## config.mk

```make
export PLATFORM = sky130hd
export DESIGN_NAME = music_seq
export DESIGN_NICKNAME = d
export VERILOG_FILES = /design/src/rtl/music_pkg.sv /design/src/rtl/music_seq_tone_div.sv /design/src/rtl/music_seq.sv
export SDC_FILE = /design/constraint.sdc
export NUM_CORES = 1
export LEC_CHECK = 0
export ABC_AREA = 1
export CORE_MARGIN = 2
export CORE_UTILIZATION = 30
export CTS_CLUSTER_SIZE = 8
export DETAILED_ROUTE_END_ITERATION = 16
export PLACE_DENSITY = 0.47
export RECOVER_POWER = 50
export SYNTH_ARGS = -nofsm -noshare
export SYNTH_HDL_FRONTEND = slang
export SYNTH_SLANG_ARGS = --single-unit
```

## constraint.sdc

```tcl
create_clock -name clk -period 3.6 [get_ports clk]
set_clock_uncertainty 0.15 [all_clocks]
set_input_delay 0.36 -clock clk [delete_from_list [all_inputs] [get_ports clk]]
set_output_delay 0.36 -clock clk [all_outputs]
set_load 0.01 [all_outputs]
```

## src/rtl/music_pkg.sv

```systemverilog
// music_pkg: sequencer state encoding, pitch half-periods, default song table and note field helpers
package music_pkg;
  typedef enum logic [2:0] {S_IDLE, S_LOAD, S_PLAY, S_GAP, S_DONE} state_t;
  localparam logic [17:0] TONE_HALF [8] = '{
    18'd0, 18'd191110, 18'd170265, 18'd151685, 18'd143172, 18'd127551, 18'd113636, 18'd101239
  };
  localparam logic [5:0] NOTE_ROM [16] = '{
    6'o11, 6'o21, 6'o31, 6'o41, 6'o52, 6'o00, 6'o00, 6'o00,
    6'o00, 6'o00, 6'o00, 6'o00, 6'o00, 6'o00, 6'o00, 6'o00
  };
  function automatic logic [2:0] note_tone(input logic [5:0] n);
    return n[5:3];
  endfunction
  function automatic logic [2:0] note_dur(input logic [5:0] n);
    return n[2:0];
  endfunction
endpackage

```

## src/rtl/music_seq_tone_div.sv

```systemverilog
// tone_div: programmable square-wave divider (clk, rst, en, half in; out toggles every half cycles, 0 when idle)
module tone_div #(
  parameter int DIV_W = 18
) (
  input  logic             clk,
  input  logic             rst,
  input  logic             en,
  input  logic [DIV_W-1:0] half,
  output logic             out
);
  logic [DIV_W-1:0] r_cnt, r_half;
  logic r_out;
  logic w_hit;
  assign w_hit = r_cnt == half - DIV_W'(1);
  assign out = r_out;
  always_ff @(posedge clk) begin
    if (rst) begin
      r_cnt <= '0;
      r_half <= '0;
      r_out <= 1'b0;
    end else begin
      r_half <= half;
      if (!en || half != r_half) begin
        r_cnt <= '0;
        r_out <= 1'b0;
      end else if (w_hit) begin
        r_cnt <= '0;
        r_out <= ~r_out;
      end else begin
        r_cnt <= r_cnt + DIV_W'(1);
      end
    end
  end
endmodule

```

## src/rtl/music_seq.sv

```systemverilog
// music_seq: melody sequencer (start/stop/loop_en in; speaker, busy, done, note_idx, tone_code out)
module music_seq
  import music_pkg::*;
#(
  parameter int BEAT_DIV = 25_000_000,
  parameter int GAP_CYC  = 2_500_000,
  parameter int SCALE_SH = 0,
  parameter int DIV_W    = 18
) (
  input  logic       clk,
  input  logic       rst,
  input  logic       start,
  input  logic       stop,
  input  logic       loop_en,
  output logic       speaker,
  output logic       busy,
  output logic       done,
  output logic [3:0] note_idx,
  output logic [2:0] tone_code
);
  localparam int BW = $clog2(7 * BEAT_DIV + 1);
  localparam int GW = $clog2(GAP_CYC + 1);
  state_t r_state, w_state_n;
  logic [BW-1:0] r_beat, w_beat_n;
  logic [GW-1:0] r_gap, w_gap_n;
  logic [3:0] r_idx, w_idx_n;
  logic [2:0] r_tone, w_tone_n, r_dur, w_dur_n, r_code, w_code_n;
  logic r_wrap, w_wrap_n;
  logic [5:0] w_note;
  logic w_eos, w_play_end, w_gap_end, w_div_en;
  logic [DIV_W-1:0] w_half;
  assign w_note = NOTE_ROM[r_idx];
  assign w_eos = r_wrap || note_dur(w_note) == 3'd0;
  assign w_play_end = r_beat == BW'(r_dur) * BW'(BEAT_DIV) - BW'(1);
  assign w_gap_end = r_gap == GW'(GAP_CYC - 1);
  assign w_div_en = r_state == S_PLAY && w_state_n == S_PLAY && r_tone != 3'd0;
  assign w_half = DIV_W'(TONE_HALF[w_tone_n] >> SCALE_SH);
  assign busy = r_state == S_LOAD || r_state == S_PLAY || r_state == S_GAP;
  assign done = r_state == S_DONE;
  assign note_idx = r_idx;
  assign tone_code = r_code;
  always_comb begin
    w_state_n = r_state;
    w_beat_n = r_beat;
    w_gap_n = r_gap;
    w_idx_n = r_idx;
    w_tone_n = r_tone;
    w_dur_n = r_dur;
    w_code_n = r_code;
    w_wrap_n = r_wrap;
    case (r_state)
      S_IDLE: begin
        w_state_n = start ? S_LOAD : S_IDLE;
        w_idx_n = start ? 4'd0 : r_idx;
      end
      S_LOAD: begin
        w_wrap_n = 1'b0;
        w_tone_n = note_tone(w_note);
        w_dur_n = note_dur(w_note);
        w_beat_n = '0;
        w_state_n = !w_eos ? S_PLAY : loop_en ? S_LOAD : S_DONE;
        w_code_n = w_eos ? r_code : note_tone(w_note);
        w_idx_n = w_eos ? 4'd0 : r_idx;
      end
      S_PLAY: begin
        w_state_n = w_play_end ? S_GAP : S_PLAY;
        w_code_n = w_play_end ? 3'd0 : r_code;
        w_beat_n = w_play_end ? r_beat : r_beat + BW'(1);
        w_gap_n = '0;
      end
      S_GAP: begin
        w_state_n = w_gap_end ? S_LOAD : S_GAP;
        w_idx_n = w_gap_end ? r_idx + 4'd1 : r_idx;
        w_wrap_n = w_gap_end && r_idx == 4'd15;
        w_gap_n = w_gap_end ? r_gap : r_gap + GW'(1);
      end
      default: w_state_n = S_IDLE;
    endcase
    if (stop) begin
      w_state_n = S_IDLE;
      w_idx_n = 4'd0;
      w_code_n = 3'd0;
      w_wrap_n = 1'b0;
    end
  end
  always_ff @(posedge clk) begin
    if (rst) begin
      r_state <= S_IDLE;
      r_beat <= '0;
      r_gap <= '0;
      r_idx <= '0;
      r_tone <= '0;
      r_dur <= '0;
      r_code <= '0;
      r_wrap <= 1'b0;
    end else begin
      r_state <= w_state_n;
      r_beat <= w_beat_n;
      r_gap <= w_gap_n;
      r_idx <= w_idx_n;
      r_tone <= w_tone_n;
      r_dur <= w_dur_n;
      r_code <= w_code_n;
      r_wrap <= w_wrap_n;
    end
  end
  tone_div #(.DIV_W(DIV_W)) u_div (
    .clk (clk),
    .rst (rst),
    .en  (w_div_en),
    .half(w_half),
    .out (speaker)
  );
endmodule
```

; ---- Word-level counts from Yosys, hierarchy flattened
; Memories as Yosys holds them, arrays and structs flattened.
; Cells that the tools add are included.
[word_totals]
mem_count = 2
mem_bits_ro = 240
out_inout_bits = 10
latch_bits = 0
regBits = 104
in_bits = 5
mem_bits_rw = 0
[memory_table]
columns = name, words, width, rd, rd_ports_with_merged_regs, write_ports, line
row1 = (name not given), 8, 18, 1, 0, 0, music_seq.sv:37  ; assign w_half = DIV_W'(TONE_HALF[w_tone_n] >> SCALE_SH);
row2 = (name not given), 16, 6, 1, 0, 0, music_seq.sv:32  ; assign w_note = NOTE_ROM[r_idx];
[classes]
mux = 24
n_mul = 1
eq_ne = 17
n_reduce_logical = 22
bitwise_logic = 3
add_sub_neg = 6
div = 0
n_shift = 0
n_lt_le_gt_ge = 2
[op_table]
columns = op, n
row1 = $pmux W28 S2, 1
row2 = $pmux W22 S2, 1
row3 = $mux W18, 2
row4 = $add A28 B1 Y28 const B, 1
row5 = $eq A28 B28 Y1, 1
row6 = $mux W28, 1
row7 = $sub A28 B1 Y28 const B, 1
row8 = $add A22 B1 Y22 const B, 1
row9 = $eq A22 B22 Y1 const B, 1
row10 = $mul A3 B19 Y22 const B, 1
row11 = $mux W22, 1
row12 = $add A18 B1 Y18 const B, 1
row13 = $eq A18 B18 Y1, 1
row14 = $mux W3, 6
row15 = $ne A18 B18 Y1, 1
row16 = $sub A18 B1 Y18 const B, 1
row17 = $ne A2 B2 Y1 const B, 7
row18 = $mux W4, 3
row19 = $mux W6, 2
row20 = $pmux W3 S4, 1
row21 = $pmux W4 S3, 1
row22 = $eq A3 B2 Y1 const B, 3
row23 = $logic_not A3 Y1, 2
row24 = $pmux W3 S2, 1
row25 = 22 further kinds, 33

; ---- Longest topological paths before layout
[depth]
ltp_word = 15
depth_mapped = 24

; ---- Modules after synthesis
; A second synthesis with hierarchy kept.
[hier_totals]
cells_unflattened = 1078
area_unflattened_um2 = 6889.1
[modules_own_cells]
columns = module, seq_area_each_um2, instances, cells_per_inst, area_each_um2
row1 = music_seq, 1321.3, 1, 727, 4613.2
row2 = tone_div, 740.7, 1, 351, 2275.9

; ---- Worst setup path before layout
; Ideal clock, no wire load.
[synth_path]
path_kind = reg-to-reg
startpoint = reg r_idx[0] (netlist: note_idx[0])
endpoint = reg u_div.r_cnt[14]
arrival_time_ns = 3.133
n_path_buf = 1
setup_time_ns = 0.119
period_less_slack_ns = 3.401
path_stages_with_launch = 23
t_required_ns = 3.331
slack_ns = 0.199
cell_sequence = dfxtp_1 inv_1 ha_1 nand2_1 nor2_1 nor2_4 ha_1 inv_1 nand3_2 nand2_1 ha_1 xnor2_1 nor3b_1 nand2_1 nor2_1 nand2_1 nor2_1 nand3_1 nor2_1 nand3_1 nand2_2 buf_8 nor2_2
[synth_via]
elab_chain_len = 15
word_cells_on_any_way = 23
cone_classes = add/sub: 1 / eq/ne: 3 / mux: 8 / bitwise: 2 / reduce/logical: 7 / memory: 2
[synth_rtl]
columns = element, line
row1 = "start, declared", music_seq.sv:26  ; logic [3:0] r_idx, w_idx_n;
row2 = "start signal, assigned", music_seq.sv:100  ; r_idx <= w_idx_n;
row3 = $not A4 Y5 (implied by the code) *, music_seq.sv:32
row4 = $mem_v2 Z16 W6 *, -
row5 = $mux W6 (implied by the code) * (2 in series), music_seq.sv:32
row6 = "parallel branches: the longest is 10 deep, another holds $mem_v2 Z8 W18", -
row7 = $reduce_or A3 Y1 (no line) *, -
row8 = "end signal, assigned", music_seq_tone_div.sv:30  ; r_cnt <= r_cnt + DIV_W'(1);
row9 = "end, declared", music_seq_tone_div.sv:11  ; logic [DIV_W-1:0] r_cnt, r_half;
; Mark *: on every way between the ends. The select of a mux whose other input is x is not followed.
; A chain may end at the register's enable or synchronous reset.

; ---- Worst setup path after layout
[layout_path]
startpoint = reg r_idx[1] (netlist: note_idx[1])
endpoint = reg u_div.r_cnt[0]
; The elaborated chain is that of the path after synthesis.

==> results_dict.tcl <==
set metrics [dict create \
    cp-endpoint "u_div.r_cnt[0]$_SDFF_PP0_" \
    first_pass_iters 5 \
    cts_made_buffers 9 \
    hold_path_class "in -> reg" \
    yosys.area_share.xor_xnor_pct 6.67 \
    startpoint "note_idx[1]$_SDFFE_PP0P_" \
    n_antenna_cell 0 \
    cp-end-kind "flip-flop" \
    drc 0 \
    syn_area_sq_um 6040 \
    first_global_vias 5407 \
    ctsHoldBuffers 0 \
    drv_slew 0 \
    port_buffers 14 \
    cts_sinks 102 \
    cp_max_fo 14 \
    mostFrequentLayoutCell "nand2_1" \
    synthSimpleGateAreaFrac_pct 36.9 \
    p_leak_nw 2.67 \
    p_int_w 0.00182 \
    ys_types 42 \
    whs_ns 0.278 \
    crit_chain "inv_1 > ha_1 > nand2_1 > nor2_1 > nor2_4 > ha_1 > inv_1 > nand3_2 > nand2_1 > ha_1 > xnor2_1 > nor3b_2 > nand2_1 > nor2_1 > nand2_1 > nor2_1 > nand3_1 > nor2_1 > nand3_1 > nand2_2 > buf_12 > nor2_1" \
    postSynth.asyncResetShare_pct 0 \
    grt_pass1_wl_microns 27700 \
    worstPathRequired_ns 3.69 \
    crit_type "reg -> reg" \
    top_layer_used "met4" \
    synthFlopType "dfxtp_1" \
    run_status "finished clean" \
    final_cell_mix "213 x nand2_1, 112 x nor2_1, 109 x inv_1" \
    die_h_microns 146 \
    via_per_inst 4.72 \
    drt-total-wl_microns 16800 \
    p_comb_share_pct 14.9 \
    utilization_pct 35.2 \
    met3WireLength_microns 393 \
    period_minus_slack_ns 3.33 \
    grt_usage_pct 16.1 \
    switching_share_pct 29.0 \
    r2r-end "u_div.r_cnt[0]$_SDFF_PP0_" \
    grt_setup_unrepaired "no" \
    core_area_sq_um 19600 \
    worstPathArrival_ns 3.42 \
    drt_iter0_markers 335 \
    met2_length_microns 7320 \
    rows 51 \
    maxCapViolations 0 \
    grt_max_degree 27 \
    dp_hpwl_microns 13000 \
    worst_slew_pin_slew_ns 0.605 \
    worst-path-stages 22 \
    wl_per_cell_microns 13.8 \
    r2r_slack_ns 0.27 \
    clk_path_buf_depth 2 \
    synth_adder_area_share_pct 3.11 \
    critPathBufInv 3 \
    switching_power_w 0.000744 \
    p_seq_share_pct 45.0 \
    dp.cells 1195 \
    grt_overflow 0 \
    fin_crit_sh_pct 92.6 \
    tritoncts "done" \
    met1_length_microns 8690 \
    gp_congestion 0.864 \
    power_density_nw_per_um2 372 \
    dr_total_vias 5731 \
    drive_gt1_share_pct 7.69 \
    fin_cells 1214 \
    critPathTopFamily "simple AND/OR/NAND/NOR gates" \
    tns_ns 0 \
    setup.worst_path.start_class "flip-flop" \
    hold_viol_final 0 \
    cp_slowest_cell "dfxtp_2" \
    io_pins 15 \
    synth_enable_flop_cells 0 \
    crit_top_cell "nor2_1" \
    synth-seq-cells 102 \
    dieWidth_microns 146 \
    slew_headroom_pct 59.3 \
    synth_top_family_by_area "simple AND/OR/NAND/NOR gates" \
    reg2reg_depth 22 \
    clock-root-buffer "clkbuf_16" \
    synth_compound_area_share_pct 11.3 \
    clk_pin_slew_ns 0.07 \
    start_util_pct 30.8 \
    setup_viol_count_final 0 \
    clk_latency_ns 0.36 \
    ant_nets 0 \
    ir_worst_vdd_mv 0.261 \
    ys.warnings.count 0 \
    syn_inst 913 \
    synthMuxAreaShare_pct 0 \
    die-area_sq_um 21300 \
    fin_nets 964 \
    htreeDepth 3 \
    antenna_found_initial 0 \
    max_stage_delay_ns 0.35 \
    clock.fmax_mhz 300 \
    synth_area_per_cell_sq_um 6.61 \
    syn-num-nets 933 \
    yosysSeqAreaShare_pct 33.8 \
    area.growth.synth_to_final_pct 14.3 \
    power_w 0.00257 \
    clkPwrFrac_pct 40.1 \
    regToRegStartpoint "note_idx[1]$_SDFFE_PP0P_" \
]
==> flip-flops by register name, summed over array words and instances (netlist names) <==
| name | flops |
|---|---|
| r_gap | 22 |
| r_dur | 2 |
| tone_code | 3 |
| note_idx | 4 |
| r_tone | 3 |
| u_div.out | 1 |
| r_state | 3 |
| r_wrap | 1 |
| u_div.r_half | 17 |
| u_div.r_cnt | 18 |
| r_beat | 28 |
==> cell families (layout without fill, tap and decap cells) <==
logic type / count (synthesis) / in the layout
XOR/XNOR: 46 / 46
flip-flops: 102 / 102
AND/OR/NAND/NOR: 498 / 498
AO/OA/AOI/OAI: 124 / 124
adder cells (fa/ha/maj): 15 / 15
buffers and inverters: 128 / 164
==> synth_stat cells, types with 10 or more instances <==
master,number,area share [%]
a21oi_1,55,4.6
clkbuf_1,10,0.62
dfxtp_1,102,34
ha_1,15,3.1
inv_1,108,6.7
nand2_1,215,13
nand3_1,66,5.5
nand4_1,19,2.0
nor2_1,112,7.0
nor2_2,11,1.1
nor3_1,34,2.8
nor4_1,12,1.2
o21ai_0,43,3.6
xnor2_1,16,2.3
xor2_1,30,4.4
==> how the worst min path moves through the flow <==
stage / from / end / slack [ns] / cells past startpoint
floorplan: loop_en / r_state[2]$_SDFF_PP0_ / 0.29 / 1
global placement: r_wrap$_SDFFE_PP0P_ / r_wrap$_SDFFE_PP0P_ / 0.31 / 2
detailed placement: r_wrap$_SDFFE_PP0P_ / r_wrap$_SDFFE_PP0P_ / 0.31 / 2
CTS: rst / r_tone[0]$_SDFF_PP0_ / 0.27 / 2
global route: rst / r_tone[1]$_SDFF_PP0_ / 0.30 / 2
finish: rst / r_tone[0]$_SDFF_PP0_ / 0.28 / 2
==> per-stage QoR <==
| stage | cell area (sq um) | setup slack (ns) |
|---|---|---|
| detailed placement | 6560 | 0.100 |
| finish | 6900 | 0.268 |
| CTS | 6860 | 0.0607 |
| floorplan | 6040 | 0.199 |
| global route | 6900 | 0.00946 |
| global placement | 6560 | 0.114 |
==> layer usage <==
layer	global-route usage, %	vias up
li1	-	3045
met1	22.4	2584
met2	25.4	77
met3	2.04	25
met4	6.27	0
met5	0	-
==> what timing repair did <==
action / 4_1_cts / 5_1_grt
buffers inserted: 0 / 3
gates resized for setup: 0 / 14
endpoints found under the setup margin: 0 / 19
==> power by group through the flow <==
stage	clock, W	sequential [W]	combinational (W)
after floorplan	0	0.00118	0.000276
after global placement	0	0.00118	0.000387
after detailed placement	0	0.00118	0.000385
after CTS	0.00107	0.00116	0.000386
after global routing	0.00112	0.00116	0.000436
final	0.00103	0.00116	0.000382
==> area by class of cell <==
cell class	count	area, sq um
fillers	2196	12700
multi-input cells	683	3510
flip-flops and latches	102	2050
inverters	116	435
well taps	265	332
repair buffers	32	264
clock buffers	10	229
clock inverters	6	76.3
Note: power is estimated with default switching activity, not from simulation.
